`src/rtl/sevenseg_scan_display.sv`:
```
// -----------------------------------------------------------------------------
// sevenseg_scan_display
//
// Multi-digit, time-multiplexed 7-segment driver for the R15 register view.
// A load strobe snapshots `value` and renders it into a digit buffer either
// directly as hex nibbles or, in decimal mode, through an iterative
// double-dabble converter (one shift step per clock, DATA_W steps). The
// buffer is only written as a whole, so a partial BCD result is never shown.
// A free-running prescaler steps the lit digit every REFRESH_DIV clocks.
//
// Parameters
//   DATA_W      width of the displayed value (4..16)
//   NUM_DIGITS  number of physical common-anode digits (1..8)
//   REFRESH_DIV clocks each digit stays lit (>= 2)
//
// Ports
//   clk       system clock, rising edge
//   rst_n     synchronous active-low reset
//   value     value to display, sampled on load
//   load      one-cycle snapshot strobe, ignored while busy
//   dec_mode  sampled with load: 0 = hex, 1 = unsigned decimal
//   busy      decimal conversion in progress
//   ovf       nonzero digit(s) exist above NUM_DIGITS and were truncated
//   seg       {g,f,e,d,c,b,a}, active-low, registered
//   an        digit enables, active-low one-hot, registered
//
// Optional feature
//   SEVENSEG_LZB_EN  when defined, digits above the most significant nonzero
//                    digit are blanked (seg = 7'h7F) while still strobed.
//                    Digit 0 is never blanked. The mask is captured at commit.
// -----------------------------------------------------------------------------
module sevenseg_scan_display #(
    parameter int DATA_W      = 8,
    parameter int NUM_DIGITS  = 4,
    parameter int REFRESH_DIV = 50000
) (
    input  logic                  clk,
    input  logic                  rst_n,
    input  logic [DATA_W-1:0]     value,
    input  logic                  load,
    input  logic                  dec_mode,
    output logic                  busy,
    output logic                  ovf,
    output logic [6:0]            seg,
    output logic [NUM_DIGITS-1:0] an
);

    localparam int BCD_DIGITS = (DATA_W + 2) / 3 + 1;
    localparam int BCD_W      = 4 * BCD_DIGITS;
    localparam int BUF_W      = 4 * NUM_DIGITS;
    localparam int HEX_EXT_W  = BUF_W + DATA_W;
    localparam int BCD_EXT_W  = BUF_W + BCD_W;
    localparam int CNT_W      = $clog2(DATA_W);
    localparam int PRE_W      = $clog2(REFRESH_DIV);
    localparam int IDX_W      = (NUM_DIGITS > 1) ? $clog2(NUM_DIGITS) : 1;

    localparam logic [CNT_W-1:0] LAST_STEP = CNT_W'(DATA_W - 1);
    localparam logic [PRE_W-1:0] PRE_LAST  = PRE_W'(REFRESH_DIV - 1);
    localparam logic [IDX_W-1:0] IDX_LAST  = IDX_W'(NUM_DIGITS - 1);

    typedef enum logic {
        IDLE,
        CONV
    } state_t;

    state_t state;
    state_t state_next;

    // Display buffer and blanking mask
    logic [NUM_DIGITS-1:0][3:0] digit_buf;
    logic [NUM_DIGITS-1:0]      blank_mask;

    // Double-dabble datapath
    logic [DATA_W-1:0] shreg;
    logic [DATA_W-1:0] shreg_next;
    logic [BCD_W-1:0]  bcd;
    logic [BCD_W-1:0]  bcd_adj;
    logic [BCD_W-1:0]  bcd_next;
    logic [CNT_W-1:0]  step;

    // Scan
    logic [PRE_W-1:0] prescale;
    logic [IDX_W-1:0] scan_idx;

    // Commit path
    logic [HEX_EXT_W-1:0] value_ext;
    logic [BCD_EXT_W-1:0] bcd_ext;
    logic [BUF_W-1:0]     hex_digits;
    logic [BUF_W-1:0]     dec_digits;
    logic [BUF_W-1:0]     commit_digits;
    logic                 hex_ovf;
    logic                 dec_ovf;
    logic                 commit_ovf;
    logic                 commit_en;
    logic                 start_conv;
    logic                 last_step;

    // -------------------------------------------------------------------------
    // Segment decode, active-low {g,f,e,d,c,b,a}
    // -------------------------------------------------------------------------
    function automatic logic [6:0] seg_decode(input logic [3:0] d);
        logic [6:0] s;
        unique case (d)
            4'h0: s = 7'h40;
            4'h1: s = 7'h79;
            4'h2: s = 7'h24;
            4'h3: s = 7'h30;
            4'h4: s = 7'h19;
            4'h5: s = 7'h12;
            4'h6: s = 7'h02;
            4'h7: s = 7'h78;
            4'h8: s = 7'h00;
            4'h9: s = 7'h10;
            4'hA: s = 7'h08;
            4'hB: s = 7'h03;
            4'hC: s = 7'h46;
            4'hD: s = 7'h21;
            4'hE: s = 7'h06;
            4'hF: s = 7'h0E;
        endcase
        return s;
    endfunction

    // -------------------------------------------------------------------------
    // Hex rendering: zero-extend so nibbles past DATA_W read as 0 and any bits
    // above the displayed digits land in the overflow reduction.
    // -------------------------------------------------------------------------
    always_comb begin
        value_ext  = HEX_EXT_W'(value);
        hex_digits = value_ext[BUF_W-1:0];
        hex_ovf    = |(value_ext >> BUF_W);
    end

    // -------------------------------------------------------------------------
    // One double-dabble step: add 3 to every BCD nibble >= 5, then shift the
    // {bcd, shreg} pair left by one.
    // -------------------------------------------------------------------------
    always_comb begin
        bcd_adj = bcd;
        for (int unsigned i = 0; i < BCD_DIGITS; i++) begin
            if (bcd[4*i +: 4] >= 4'd5) begin
                bcd_adj[4*i +: 4] = bcd[4*i +: 4] + 4'd3;
            end
        end
        {bcd_next, shreg_next} = {bcd_adj, shreg} << 1;
    end

    // Decimal commit uses the result of the step being taken this cycle.
    always_comb begin
        bcd_ext    = BCD_EXT_W'(bcd_next);
        dec_digits = bcd_ext[BUF_W-1:0];
        dec_ovf    = |(bcd_ext >> BUF_W);
    end

    always_comb begin
        start_conv    = (state == IDLE) && load && dec_mode;
        last_step     = (state == CONV) && (step == LAST_STEP);
        commit_en     = ((state == IDLE) && load && !dec_mode) || last_step;
        commit_digits = last_step ? dec_digits : hex_digits;
        commit_ovf    = last_step ? dec_ovf : hex_ovf;
    end

    // -------------------------------------------------------------------------
    // FSM: state register / next state / outputs
    // -------------------------------------------------------------------------
    always_ff @(posedge clk) begin
        if (!rst_n) begin
            state <= IDLE;
        end else begin
            state <= state_next;
        end
    end

    always_comb begin
        state_next = state;
        unique case (state)
            IDLE: if (load && dec_mode) state_next = CONV;
            CONV: if (step == LAST_STEP) state_next = IDLE;
        endcase
    end

    always_comb begin
        busy = (state == CONV);
    end

    // -------------------------------------------------------------------------
    // Conversion registers
    // -------------------------------------------------------------------------
    always_ff @(posedge clk) begin
        if (!rst_n) begin
            shreg <= '0;
            bcd   <= '0;
            step  <= '0;
        end else if (start_conv) begin
            shreg <= value;
            bcd   <= '0;
            step  <= '0;
        end else if (state == CONV) begin
            shreg <= shreg_next;
            bcd   <= bcd_next;
            step  <= step + CNT_W'(1);
        end
    end

    // -------------------------------------------------------------------------
    // Digit buffer and overflow flag, written only as a complete result
    // -------------------------------------------------------------------------
    always_ff @(posedge clk) begin
        if (!rst_n) begin
            digit_buf <= '0;
            ovf       <= 1'b0;
        end else if (commit_en) begin
            digit_buf <= commit_digits;
            ovf       <= commit_ovf;
        end
    end

`ifdef SEVENSEG_LZB_EN
    // Marks every digit whose own value and all digits above it are zero.
    // Digit 0 is excluded so a zero value still shows "0".
    function automatic logic [NUM_DIGITS-1:0] lead_zero_mask(
        input logic [NUM_DIGITS-1:0][3:0] d
    );
        logic [NUM_DIGITS-1:0] m;
        logic                  zero_above;
        int unsigned           i;
        m          = '0;
        zero_above = 1'b1;
        for (int unsigned k = 1; k < NUM_DIGITS; k++) begin
            i          = NUM_DIGITS - k;
            zero_above = zero_above & (d[i] == 4'd0);
            m[i]       = zero_above;
        end
        return m;
    endfunction

    always_ff @(posedge clk) begin
        if (!rst_n) begin
            blank_mask <= '0;
        end else if (commit_en) begin
            blank_mask <= lead_zero_mask(commit_digits);
        end
    end
`else
    always_comb begin
        blank_mask = '0;
    end
`endif

    // -------------------------------------------------------------------------
    // Refresh prescaler and scan index
    // -------------------------------------------------------------------------
    always_ff @(posedge clk) begin
        if (!rst_n) begin
            prescale <= '0;
            scan_idx <= '0;
        end else if (prescale == PRE_LAST) begin
            prescale <= '0;
            scan_idx <= (scan_idx == IDX_LAST) ? '0 : scan_idx + IDX_W'(1);
        end else begin
            prescale <= prescale + PRE_W'(1);
        end
    end

    // -------------------------------------------------------------------------
    // Registered pin outputs, one cycle behind scan index and buffer
    // -------------------------------------------------------------------------
    always_ff @(posedge clk) begin
        if (!rst_n) begin
            seg <= 7'h7F;
            an  <= '1;
        end else begin
            an  <= ~(NUM_DIGITS'(1) << scan_idx);
            seg <= blank_mask[scan_idx] ? 7'h7F : seg_decode(digit_buf[scan_idx]);
        end
    end

endmodule
```
`config.mk`:
```
export PLATFORM = sky130hd
export DESIGN_NAME = sevenseg_scan_display
export DESIGN_NICKNAME = d
export VERILOG_FILES = /design/src/rtl/sevenseg_scan_display.sv
export SDC_FILE = /design/constraint.sdc
export NUM_CORES = 1
export LEC_CHECK = 0
export ABC_CLOCK_PERIOD_IN_PS = 2800
export BUFFER_PORTS_ARGS = -buffer_cell sky130_fd_sc_hd__buf_2
export CAP_MARGIN = 10
export CORE_UTILIZATION = 40
export CTS_CLUSTER_DIAMETER = 120
export DETAILED_ROUTE_END_ITERATION = 16
export PLACE_DENSITY_LB_ADDON = 0.2
export SYNTH_ARGS = -nofsm -noshare
export SYNTH_HDL_FRONTEND = slang
export SYNTH_SLANG_ARGS = --single-unit
```
`constraint.sdc`:
```
create_clock -name clk -period 2.8 [get_ports clk]
set_input_delay 0.14 -clock clk [delete_from_list [all_inputs] [get_ports clk]]
set_output_delay 0.14 -clock clk [all_outputs]
set_load 0.01 [all_outputs]
```
# After elaboration in Yosys (flattened, before gate mapping)
# Memory sizes are Yosys's and may differ from the RTL's. A register that Yosys moved wholly into a read port is not among the register bits.
# Cells that the tools add are included.
[op_classes]
add_sub_neg = 7
n_mul = 0
n_div = 0
n_lt_le_gt_ge = 5
n_eq_ne = 3
shift = 1
muxes = 15
bitwise = 3
n_reduce_logical = 11
[ops]
columns = ["op", "n"]
rows = [
  ["adder 16 x 1 -> 16 bit (second input constant)", 1],
  ["== test 16 bit (second input constant)", 1],
  ["greater-or-equal comparator 4 x 3 -> 1 bit (second input constant)", 4],
  ["two-way mux 16 bit", 1],
  ["two-way mux 4 bit", 4],
  ["two-way mux 8 bit", 2],
  ["adder 4 x 2 -> 4 bit (second input constant)", 3],
  ["binary-select mux 4 bit (select 2 bit)", 1],
  ["OR reduction 2 bit", 3],
  ["logical AND 1 bit", 5],
  ["inverter 4 bit", 1],
  ["<< shifter 1 x 2 -> 4 bit (first input constant)", 1],
  ["adder 3 x 1 -> 3 bit (second input constant)", 1],
  ["adder 3 x 2 -> 3 bit (second input constant)", 1],
  ["== test 3 bit (second input constant)", 1],
  ["less-than comparator 2 x 3 -> 1 bit (second input constant)", 1],
  ["two-way mux 1 bit", 3],
  ["two-way mux 3 bit", 1],
  ["adder 2 x 1 -> 2 bit (second input constant)", 1],
  ["binary-select mux 1 bit (select 2 bit)", 1],
  ["== test 2 bit (second input constant)", 1],
  ["two-way mux 2 bit", 1],
  ["inverter 1 bit", 2],
  ["case mux 1 bit (2 select lines)", 1],
  ["3 further kinds", 3],
]
[totals]
regBits = 66
latch_bits = 0
ramBits = 0
mem_bits_ro = 112
inputBits = 12
output_inout_bits = 13
wordCells = 57
memories = 1
[mem_list]
columns = ["name", "depth", "width", "read_ports", "rd_ports_with_merged_regs", "wr", "line", "source"]
rows = [
  ["(no name shown)", 16, 7, 1, 1, 0, "103", "unique case (d)"],
]

# Longest topological paths before layout
# Gate-level depths: netlist of the first run.
[logic_depth]
depth_word = 4
ltp_mapped = 9
ltp_nobuf = 8

# Worst setup path before layout of the first run
# No wires, ideal clock.
[synth_path]
kind = "register to register"
start = "register scan_idx[0]"
end = "register seg[3]"
setup_time_ps = 61
t_arrival_ps = 1912
t_required_ps = 2739
path_slack_ps = 826
stages_incl_launch_ff = 9
n_path_buf = 1
synth_period_minus_slack_ps = 1974
cell_sequence = "dfxtp_1 -> buf_6 -> mux4_1 -> inv_1 -> ha_1 -> nand2_1 -> o21ai_0 -> mux2_2 -> nand2_1"
[synth_via]
elab_chain_cells = 3
word_cells_on_any_way = 5
cone_classes = "mux: 4; reduce/logical: 1"
[synth_rtl]
columns = ["element", "line", "source"]
rows = [
  ["start: declaration", "83", "logic [IDX_W-1:0] scan_idx;"],
  ["start signal: assignment", "259", "scan_idx <= (scan_idx == IDX_LAST) ? '0 : scan_idx + IDX_W'(1);"],
  ["binary-select mux 1 bit (select 2 bit)", "274", "seg <= blank_mask[scan_idx] ? 7'h7F : seg_decode(digit_buf[scan_idx]);"],
  ["two-way mux 1 bit (implied by the code)", "274", ""],
  ["OR reduction 2 bit (no line)", "-", ""],
  ["end: declaration", "44", "output logic [6:0] seg,"],
]
# Parallel ways exist; a longest one is shown, timed or not. The select of a mux whose other input is x is not followed.
# A chain may end at the register's enable or synchronous reset.

# Worst setup path in the final report of the first run
# Same ends and word-level chain as after synthesis.

==> report_table.html, run 1 <==
<table>
<tr><th>Metric</th><th>Value</th></tr>
<tr><th colspan="2">Global route</th></tr>
<tr><td>Routing layer with the top usage in global route</td><td>met2</td></tr>
<tr><td>Pin count of the biggest net entering global routing</td><td>38</td></tr>
<tr><td>Total congestion overflow</td><td>0</td></tr>
<tr><td>Gr usage total</td><td>roughly 16%</td></tr>
<tr><td>Met2 demand-to-capacity share in global routing</td><td>between 20% and 30%</td></tr>
<tr><td>GR Layer Usage met1</td><td>a little over a fifth</td></tr>
<tr><td>Number of global-route vias before repair</td><td>about 2.3k</td></tr>
<tr><td>Number of antenna violations at the first check in global routing</td><td>0</td></tr>
<tr><td>Wire length of the first global-routing pass</td><td>about 11000 um</td></tr>
<tr><td>Met3 track utilization from global routing</td><td>3.24%</td></tr>
<tr><th colspan="2">STA</th></tr>
<tr><td>Ratio of final minimum period to clock period</td><td>~77%</td></tr>
<tr><td>Max Slew Vio Count</td><td>0</td></tr>
<tr><td>Final period demand of the worst path</td><td>2170 ps</td></tr>
<tr><td>Slew of the pin with the lowest slew margin</td><td>roughly 910 ps</td></tr>
<tr><td>Fin worst setup slack</td><td>about 630 ps</td></tr>
<tr><td>Max-slew headroom</td><td>a little under 40%</td></tr>
<tr><td>Final Hold Viols</td><td>0</td></tr>
<tr><td>Worst Clk Skew</td><td>7.40 ps</td></tr>
<tr><td>Setup repair after global routing missed its margin</td><td>no</td></tr>
<tr><td>Final setup TNS</td><td>0 ps</td></tr>
<tr><td>Setup-failing EPs final</td><td>0</td></tr>
<tr><td>Top achievable clock speed</td><td>about 460 MHz</td></tr>
<tr><th colspan="2">Clock network</th></tr>
<tr><td>Clock-pin slew on the worst setup and hold paths</td><td>approximately 70 ps</td></tr>
<tr><td>CTS Buffer Depth</td><td>2</td></tr>
<tr><td>Count of cells resized by post-cts repair</td><td>0</td></tr>
<tr><td>Number of clock sinks seen by CTS</td><td>73</td></tr>
<tr><td>TritonCTS clock tree</td><td>yes</td></tr>
<tr><td>H-Tree Depth</td><td>3</td></tr>
<tr><td>Clk Latency, worst-skew pair</td><td>350 ps</td></tr>
<tr><td>Post-cts hold buffer count</td><td>0</td></tr>
<tr><td>Setup Fix Bufs, Post-CTS</td><td>0</td></tr>
<tr><td>Root buf cell</td><td>clkbuf_8</td></tr>
<tr><td>Number of buffers added by the clock tree synthesis step</td><td>9</td></tr>
<tr><th colspan="2">Floorplanning</th></tr>
<tr><td>Die ar.</td><td>around 0.0093 mm2</td></tr>
<tr><td>Placeable core region</td><td>about 0.0087 mm2</td></tr>
<tr><td>Vert. Die Dim</td><td>a little under 100 um</td></tr>
<tr><td>Std-Cell Rows</td><td>34</td></tr>
<tr><td># IOs</td><td>25</td></tr>
<tr><td>Initial cell density of the core</td><td>around two fifths</td></tr>
<tr><td>Horiz. Die Dim</td><td>approximately 96 um</td></tr>
<tr><th colspan="2">Logic synthesis</th></tr>
<tr><td>Count of flip-flops with a built-in enable after synthesis</td><td>0</td></tr>
<tr><td>Largest area contributor in the netlist</td><td>dfxtp_1</td></tr>
<tr><td>Flop and latch count out of synthesis</td><td>73</td></tr>
<tr><td>Most instantiated flip-flop cell in the synthesis netlist</td><td>dfxtp_1</td></tr>
<tr><td>Sequential area share after synthesis</td><td>between 40% and 50%</td></tr>
<tr><td>Number of synthesis warnings</td><td>0</td></tr>
<tr><td>Area contributors post-synth</td><td>dfxtp_1, ha_1, mux2i_1, nand2_1, nor2_1</td></tr>
<tr><td>Post-Syn Area per Cell</td><td>about 9.3 um2</td></tr>
<tr><td>Post-synthesis cell count</td><td>about 380</td></tr>
<tr><td>Mapped Area</td><td>between 0.003 and 0.004 mm2</td></tr>
<tr><td>Area share of the largest cell type after synthesis</td><td>between 40% and 50%</td></tr>
<tr><td>Async set-or-reset flop fraction in the synthesized netlist</td><td>0%</td></tr>
<tr><td>Number of library cell types mapped by synthesis</td><td>between 40 and 50</td></tr>
<tr><td>Syn nets</td><td>416</td></tr>
<tr><th colspan="2">Final layout</th></tr>
<tr><td>Count of non-filler cells in the finished layout</td><td>512</td></tr>
<tr><td>Layout area overhead</td><td>11.9%</td></tr>
<tr><td>Final cell utilization of the core</td><td>approximately 46%</td></tr>
<tr><td>Share of post-route cells with drive strength above 1</td><td>13.1%</td></tr>
<tr><td>Fillers</td><td>~850</td></tr>
<tr><td>Count of nets after finishing</td><td>roughly 430</td></tr>
<tr><td>Diode count</td><td>0</td></tr>
<tr><th colspan="2">Setup path</th></tr>
<tr><td>Crit end category</td><td>flip-flop</td></tr>
<tr><td>Kind of critical path</td><td>reg2reg</td></tr>
<tr><td>Critical path data arrival time</td><td>about 2500 ps</td></tr>
<tr><td>Required time of the worst setup path</td><td>between 3000 and 4000 ps</td></tr>
<tr><td>Cell depth of the worst flop-to-flop path</td><td>7</td></tr>
<tr><td>Critical Path Start Type</td><td>flip-flop</td></tr>
<tr><td>Worst-path fanout max</td><td>9</td></tr>
<tr><td>Register-to-Register Setup Slack</td><td>approximately 630 ps</td></tr>
<tr><td>Worst flop-to-flop path endpoint</td><td>seg[3]</td></tr>
<tr><td>Startpoint of the worst-slack reg-to-reg timing path</td><td>scan_idx[0]</td></tr>
<tr><th colspan="2">Route</th></tr>
<tr><td>Number of iterations in the first detailed-routing pass</td><td>4</td></tr>
<tr><td>Violation count after the first detailed-routing iteration</td><td>between 80 and 90</td></tr>
<tr><td>Post-route ant nets</td><td>0</td></tr>
<tr><td>Avg WL per Cell</td><td>approximately 13 um</td></tr>
<tr><td>Via Count</td><td>approximately 2.6k</td></tr>
<tr><td>DRC violations left</td><td>0</td></tr>
<tr><td>Avg Vias per Cell</td><td>5.09</td></tr>
<tr><td>Total length of routed wires</td><td>6800 um</td></tr>
<tr><th colspan="2">Pwr</th></tr>
<tr><td>Worst IR Drop VDD</td><td>between 0.2 and 0.25 mV</td></tr>
<tr><td>Leak pwr</td><td>1.57 nW</td></tr>
<tr><td>Power density over cell area</td><td>587 mW/mm2</td></tr>
<tr><td>Post-layout power</td><td>about 2.3 mW</td></tr>
<tr><th colspan="2">Status</th></tr>
<tr><td>Result of the run</td><td>completed</td></tr>
<tr><th colspan="2">Worst hold path</th></tr>
<tr><td>Worst hold path cell count</td><td>3</td></tr>
<tr><td>Worst-case hold path end point</td><td>shreg[0]</td></tr>
<tr><td>Hold Path Origin</td><td>value[0]</td></tr>
<tr><td>Path class of the lowest-slack min-delay path</td><td>in2reg</td></tr>
<tr><th colspan="2">Flow run</th></tr>
<tr><td>Max capacitance violation total</td><td>0</td></tr>
<tr><th colspan="2">Placed design</th></tr>
<tr><td>Final Wtd Congestion</td><td>between 0.7 and 0.8</td></tr>
<tr><td>Dpl cells</td><td>roughly 500</td></tr>
<tr><td>Count of port buffers added during placement</td><td>23</td></tr>
<tr><td>Post-placement worst setup slack</td><td>647 ps</td></tr>
<tr><td>HPWL reported at the end of detailed placement</td><td>approximately 4800 um</td></tr>
</table>
-- registers in the layout, summed over array words and instances (netlist names) --
| register | flops |
|---|---|
| an | 4 |
| scan_idx | 2 |
| prescale | 16 |
| shreg | 8 |
| seg | 7 |
| digit_buf | 16 |
| bcd | 16 |
| step | 3 |
| busy | 1 |
-- layout by cell type (no fill, tap or decap), drive strengths merged, types with 4 or more instances in the layout --
master   n
dfxtp   73
nand2   45
nor2    35
buf     26
mux2i   23
ha      21
inv     15
a21oi   14
clkbuf  12
xnor2   10
nand3    9
and2     9
xor2     9
nor3b    9
o22ai    8
a21boi   8
a211oi   7
nor2b    7
a22oi    7
nand2b   6
o21ai    6
o211a    5
and3     5
mux2     5
nor3     4
nand4    4
mux4     4
-- cell type report --
type / instances / area, um2 / share of cell area [%]
clock buffer: 12 / 155 / 3.90
clock inverter: 4 / 98.8 / 2.49
multi-input combinational: 274 / 1930 / 48.6
timing repair buffer: 26 / 138 / 3.46
sequential: 73 / 1460 / 36.8
tap: 108 / 135 / 3.40
inverter: 15 / 56.3 / 1.42
-- cell families after synthesis --
logic type               synth area share (%)
multiplexers                             10.9
buffers and inverters                    4.68
flip-flops                               41.1
XOR/XNOR                                 4.68
other                                   0.106
adder cells (fa/ha/maj)                  7.40
AND/OR/NAND/NOR                          19.3
AO/OA/AOI/OAI                            11.8
-- metal layers --
layer	part of all wire [%]	vias up
met2	43	29
met4	1.7	0
met5	0	-
li1	-	1354
met3	2.3	10
met1	53	1212
-- stage by stage --
| step | area [um2] | hold WS [ps] |
|---|---|---|
| 2_1_floorplan | 3550 | 303 |
| 3_3_place_gp | 3720 | 435 |
| 3_5_place_dp | 3720 | 447 |
| 4_1_cts | 3970 | 84.2 |
| 5_1_grt | 3970 | 119 |
| 6_report | 3970 | 89.6 |
-- how the worst max path moves through the flow --
stage	to	startpoint	slack, ps
after floorplan	seg[3]	scan_idx[0]	830
after global placement	seg[3]	scan_idx[0]	670
after detailed placement	seg[3]	scan_idx[0]	650
after CTS	seg[3]	scan_idx[0]	620
after global routing	seg[3]	scan_idx[0]	460
final	seg[3]	scan_idx[0]	630
-- Yosys cell counts (6+ instances only) --
master,n
a211oi_1,7
a21boi_0,8
a21oi_1,14
a22oi_1,7
and2_1,9
clkbuf_1,11
dfxtp_1,73
ha_1,21
inv_1,15
mux2i_1,23
nand2_1,45
nand2b_1,6
nand3_1,9
nor2_1,35
nor2b_1,7
nor3b_1,9
o22ai_1,8
xnor2_1,10
xor2_1,9
-- worst max-delay path, stage by stage (launching register included) --
cell     delay (ps)
dfxtp_1         530
mux4_1          710
inv_1           170
ha_1            260
nand2_1          60
o21ai_0          70
mux2_2          260
nand2_1          60
-- power breakdown --
| part | leakage [nW] | internal (mW) | switching [mW] | total, mW |
|---|---|---|---|---|
| registers | 0.594 | 1.07 | 0.0233 | 1.10 |
| logic | 0.847 | 0.0877 | 0.116 | 0.204 |
| clock network | 0.127 | 0.643 | 0.388 | 1.03 |
| total | 1.57 | 1.80 | 0.527 | 2.33 |
(Power assumes the default switching activity.)
==> run 2: changes to the inputs <==
- ABC_CLOCK_PERIOD_IN_PS: 2800 -> 2200
- clock period: 2.8 -> 2.2 ns (I/O delays scaled with it)
==> run 2 against run 1 <==
Compared with the run above:
- sequential power up 26%
- combinational power up 29%
- global-route usage up 0.52 points
- worst setup slack worse by 440 ps
- critical path type unchanged
- largest cell class unchanged
- largest power group unchanged
- highest routed layer unchanged
==> report_table.html, run 2 (synthesis results as in run 1) <==
<table>
<tr><th>Metric</th><th>Value</th></tr>
<tr><th colspan="2">Route</th></tr>
<tr><td>Violation count after the first detailed-routing iteration</td><td>between 100 and 150</td></tr>
<tr><td>DRC violations left</td><td>0</td></tr>
<tr><td>Post-route ant nets</td><td>0</td></tr>
<tr><td>Total length of routed wires</td><td>slightly below 7000 um</td></tr>
<tr><td>Avg Vias per Cell</td><td>about 5.0</td></tr>
<tr><td>Number of iterations in the first detailed-routing pass</td><td>4</td></tr>
<tr><td>Avg WL per Cell</td><td>13.0 um</td></tr>
<tr><td>Via Count</td><td>2565</td></tr>
<tr><th colspan="2">Floorplanning</th></tr>
<tr><td>Vert. Die Dim</td><td>96.2 um</td></tr>
<tr><td>Placeable core region</td><td>0.00868 mm2</td></tr>
<tr><td>Std-Cell Rows</td><td>34</td></tr>
<tr><td># IOs</td><td>25</td></tr>
<tr><td>Horiz. Die Dim</td><td>96.2 um</td></tr>
<tr><td>Die ar.</td><td>0.00926 mm2</td></tr>
<tr><td>Initial cell density of the core</td><td>40.9%</td></tr>
<tr><th colspan="2">Setup path</th></tr>
<tr><td>Crit end category</td><td>flip-flop</td></tr>
<tr><td>Required time of the worst setup path</td><td>between 2000 and 2500 ps</td></tr>
<tr><td>Depth of the critical timing path with buffers and inverters included</td><td>7</td></tr>
<tr><td>Worst path slowest cell</td><td>mux4_1</td></tr>
<tr><td>Critical Path Start Type</td><td>flip-flop</td></tr>
<tr><td>Cells along the critical path</td><td>mux4_1, inv_1, ha_1, nand2_1, o21ai_0, mux2_2, nand2_1</td></tr>
<tr><td>Cell depth of the worst flop-to-flop path</td><td>7</td></tr>
<tr><td>Worst-path fanout max</td><td>6</td></tr>
<tr><td>Critical path data arrival time</td><td>approximately 2300 ps</td></tr>
<tr><td>CP Launch Point</td><td>scan_idx[0]</td></tr>
<tr><td>Kind of critical path</td><td>reg2reg</td></tr>
<tr><td>Most Frequent Cell on Critical Path</td><td>nand2_1</td></tr>
<tr><td>Worst path bufs/invs</td><td>1</td></tr>
<tr><td>Largest delay share family, worst path</td><td>multiplexers</td></tr>
<tr><td>Peak per-stage delay on the critical path</td><td>roughly 690 ps</td></tr>
<tr><td>Startpoint of the worst-slack reg-to-reg timing path</td><td>scan_idx[0]</td></tr>
<tr><th colspan="2">Worst hold path</th></tr>
<tr><td>Hold Path Origin</td><td>value[0]</td></tr>
<tr><td>Worst hold path cell count</td><td>3</td></tr>
<tr><td>Path class of the lowest-slack min-delay path</td><td>in2reg</td></tr>
<tr><th colspan="2">Global route</th></tr>
<tr><td>Gr usage total</td><td>between 10% and 20%</td></tr>
<tr><td>Number of global-route vias before repair</td><td>between 2k and 2.5k</td></tr>
<tr><td>Pin count of the biggest net entering global routing</td><td>30</td></tr>
<tr><td>Total congestion overflow</td><td>0</td></tr>
<tr><td>Number of antenna violations at the first check in global routing</td><td>0</td></tr>
<tr><td>Wire length of the first global-routing pass</td><td>roughly 11000 um</td></tr>
<tr><th colspan="2">Clock network</th></tr>
<tr><td>Clock-pin slew on the worst setup and hold paths</td><td>90 ps</td></tr>
<tr><td>Setup Fix Bufs, Post-CTS</td><td>0</td></tr>
<tr><td>Clk Latency, worst-skew pair</td><td>~350 ps</td></tr>
<tr><td>Post-cts hold buffer count</td><td>0</td></tr>
<tr><td>TritonCTS clock tree</td><td>yes</td></tr>
<tr><td>CTS Buffer Depth</td><td>2</td></tr>
<tr><td>Count of cells resized by post-cts repair</td><td>0</td></tr>
<tr><td>H-Tree Depth</td><td>3</td></tr>
<tr><td>Number of clock sinks seen by CTS</td><td>between 70 and 80</td></tr>
<tr><td>Number of buffers added by the clock tree synthesis step</td><td>9</td></tr>
<tr><td>Root buf cell</td><td>clkbuf_8</td></tr>
<tr><th colspan="2">Final layout</th></tr>
<tr><td>Commonest non-fill, non-tap cell in the layout</td><td>dfxtp_1</td></tr>
<tr><td>Largest registers in the final layout</td><td>bcd (16), digit_buf (16), prescale (16)</td></tr>
<tr><td>Summed area of non-filler cells in the final layout</td><td>~0.004 mm2</td></tr>
<tr><td>Share of post-route cells with drive strength above 1</td><td>between 10% and 20%</td></tr>
<tr><td>Diode count</td><td>0</td></tr>
<tr><td>Fillers</td><td>886</td></tr>
<tr><td>Final cell utilization of the core</td><td>between 40% and 50%</td></tr>
<tr><td>Leading cell types in the layout, fill and taps excluded</td><td>dfxtp_1, nand2_1, nor2_1</td></tr>
<tr><td>Layout area overhead</td><td>11.1%</td></tr>
<tr><td>Count of nets after finishing</td><td>437</td></tr>
<tr><th colspan="2">STA</th></tr>
<tr><td>Fin worst setup slack</td><td>~190 ps</td></tr>
<tr><td>Max-slew headroom</td><td>about 45%</td></tr>
<tr><td>Setup-failing EPs final</td><td>0</td></tr>
<tr><td>Final period demand of the worst path</td><td>between 2000 and 2500 ps</td></tr>
<tr><td>Slew of the pin with the lowest slew margin</td><td>roughly 820 ps</td></tr>
<tr><td>Max Slew Vio Count</td><td>0</td></tr>
<tr><td>Worst Clk Skew</td><td>roughly 16 ps</td></tr>
<tr><td>Setup repair after global routing missed its margin</td><td>no</td></tr>
<tr><td>Top achievable clock speed</td><td>between 400 and 500 MHz</td></tr>
<tr><td>Final Hold Viols</td><td>0</td></tr>
<tr><td>Final setup TNS</td><td>0 ps</td></tr>
<tr><td>Ratio of final minimum period to clock period</td><td>~91%</td></tr>
<tr><th colspan="2">Placed design</th></tr>
<tr><td>Area of placed instances</td><td>about 0.0038 mm2</td></tr>
<tr><td>Final Wtd Congestion</td><td>~0.79</td></tr>
<tr><td>Count of port buffers added during placement</td><td>23</td></tr>
<tr><td>HPWL reported at the end of detailed placement</td><td>~4800 um</td></tr>
<tr><td>Post-placement worst setup slack</td><td>between 200 and 250 ps</td></tr>
<tr><th colspan="2">Pwr</th></tr>
<tr><td>Worst IR Drop VDD</td><td>between 0.2 and 0.3 mV</td></tr>
<tr><td>Power density over cell area</td><td>673 mW/mm2</td></tr>
<tr><td>Leak pwr</td><td>between 1.5 and 2 nW</td></tr>
<tr><th colspan="2">Flow run</th></tr>
<tr><td>Max capacitance violation total</td><td>0</td></tr>
<tr><th colspan="2">Status</th></tr>
<tr><td>Result of the run</td><td>completed</td></tr>
</table>
-- run 2: changes by cell type in the layout (fill, tap and decap cells not counted) --
cell,before,now
clkinv_2,0,1
clkinv_4,1,2
bufinv_16,3,0
clkinvlp_4,0,1
inv_6,0,1
buf_4,3,8
clkbuf_1,1,0
-- run 2: final timing paths --
kind                                    end  slack (ps)
worst min-delay path               shreg[0]          40
worst max register to register       seg[3]         190
worst min register to register  prescale[0]         470
worst max-delay path                 seg[3]         190
-- run 2: worst register-to-register path: cells and delay by family (launching register included) --
kind | cells | cell delay [ps]
adder cells (fa/ha/maj) | 1 | 260
flip-flops | 1 | 370
buffers and inverters | 1 | 170
multiplexers | 2 | 960
AO/OA/AOI/OAI | 1 | 80
AND/OR/NAND/NOR | 2 | 120
-- run 2: layout make-up --
| class | instances | area (um2) | share of cell area, % |
|---|---|---|---|
| multi-input combinational | 274 | 1930 | 48.9 |
| sequential | 73 | 1460 | 37.0 |
| timing repair buffer | 31 | 175 | 4.44 |
| clock buffer | 11 | 151 | 3.84 |
| tap | 108 | 135 | 3.42 |
| inverter | 15 | 56.3 | 1.43 |
| clock inverter | 5 | 38.8 | 0.983 |
-- run 2: through the flow --
step / hold WS (ps) / instances / power, mW
floorplan: 273 / 383 / 1.62
global placement: 401 / 501 / 1.69
detailed placement: 424 / 501 / 1.69
CTS: 37.4 / 517 / 2.68
global route: 44.5 / 517 / 2.80
finish: 41.3 / 517 / 2.66
-- run 2: routing by layer --
| layer | routed length (um) | vias to the layer above | GRT usage, % | part of all wire [%] |
|---|---|---|---|---|
| li1 | - | 1361 | - | - |
| met1 | 3530 | 1172 | 23.1 | 52 |
| met2 | 2910 | 27 | 22.5 | 43 |
| met3 | 213 | 5 | 4.90 | 3.2 |
| met4 | 69 | 0 | 5.22 | 1.0 |
| met5 | 0 | - | 0 | 0 |
-- run 2: where the power goes --
group	switching, mW	internal [mW]	leakage, nW
sequential	0.0287	1.37	0.594
clock	0.521	0.477	0.0959
combinational	0.149	0.115	0.871
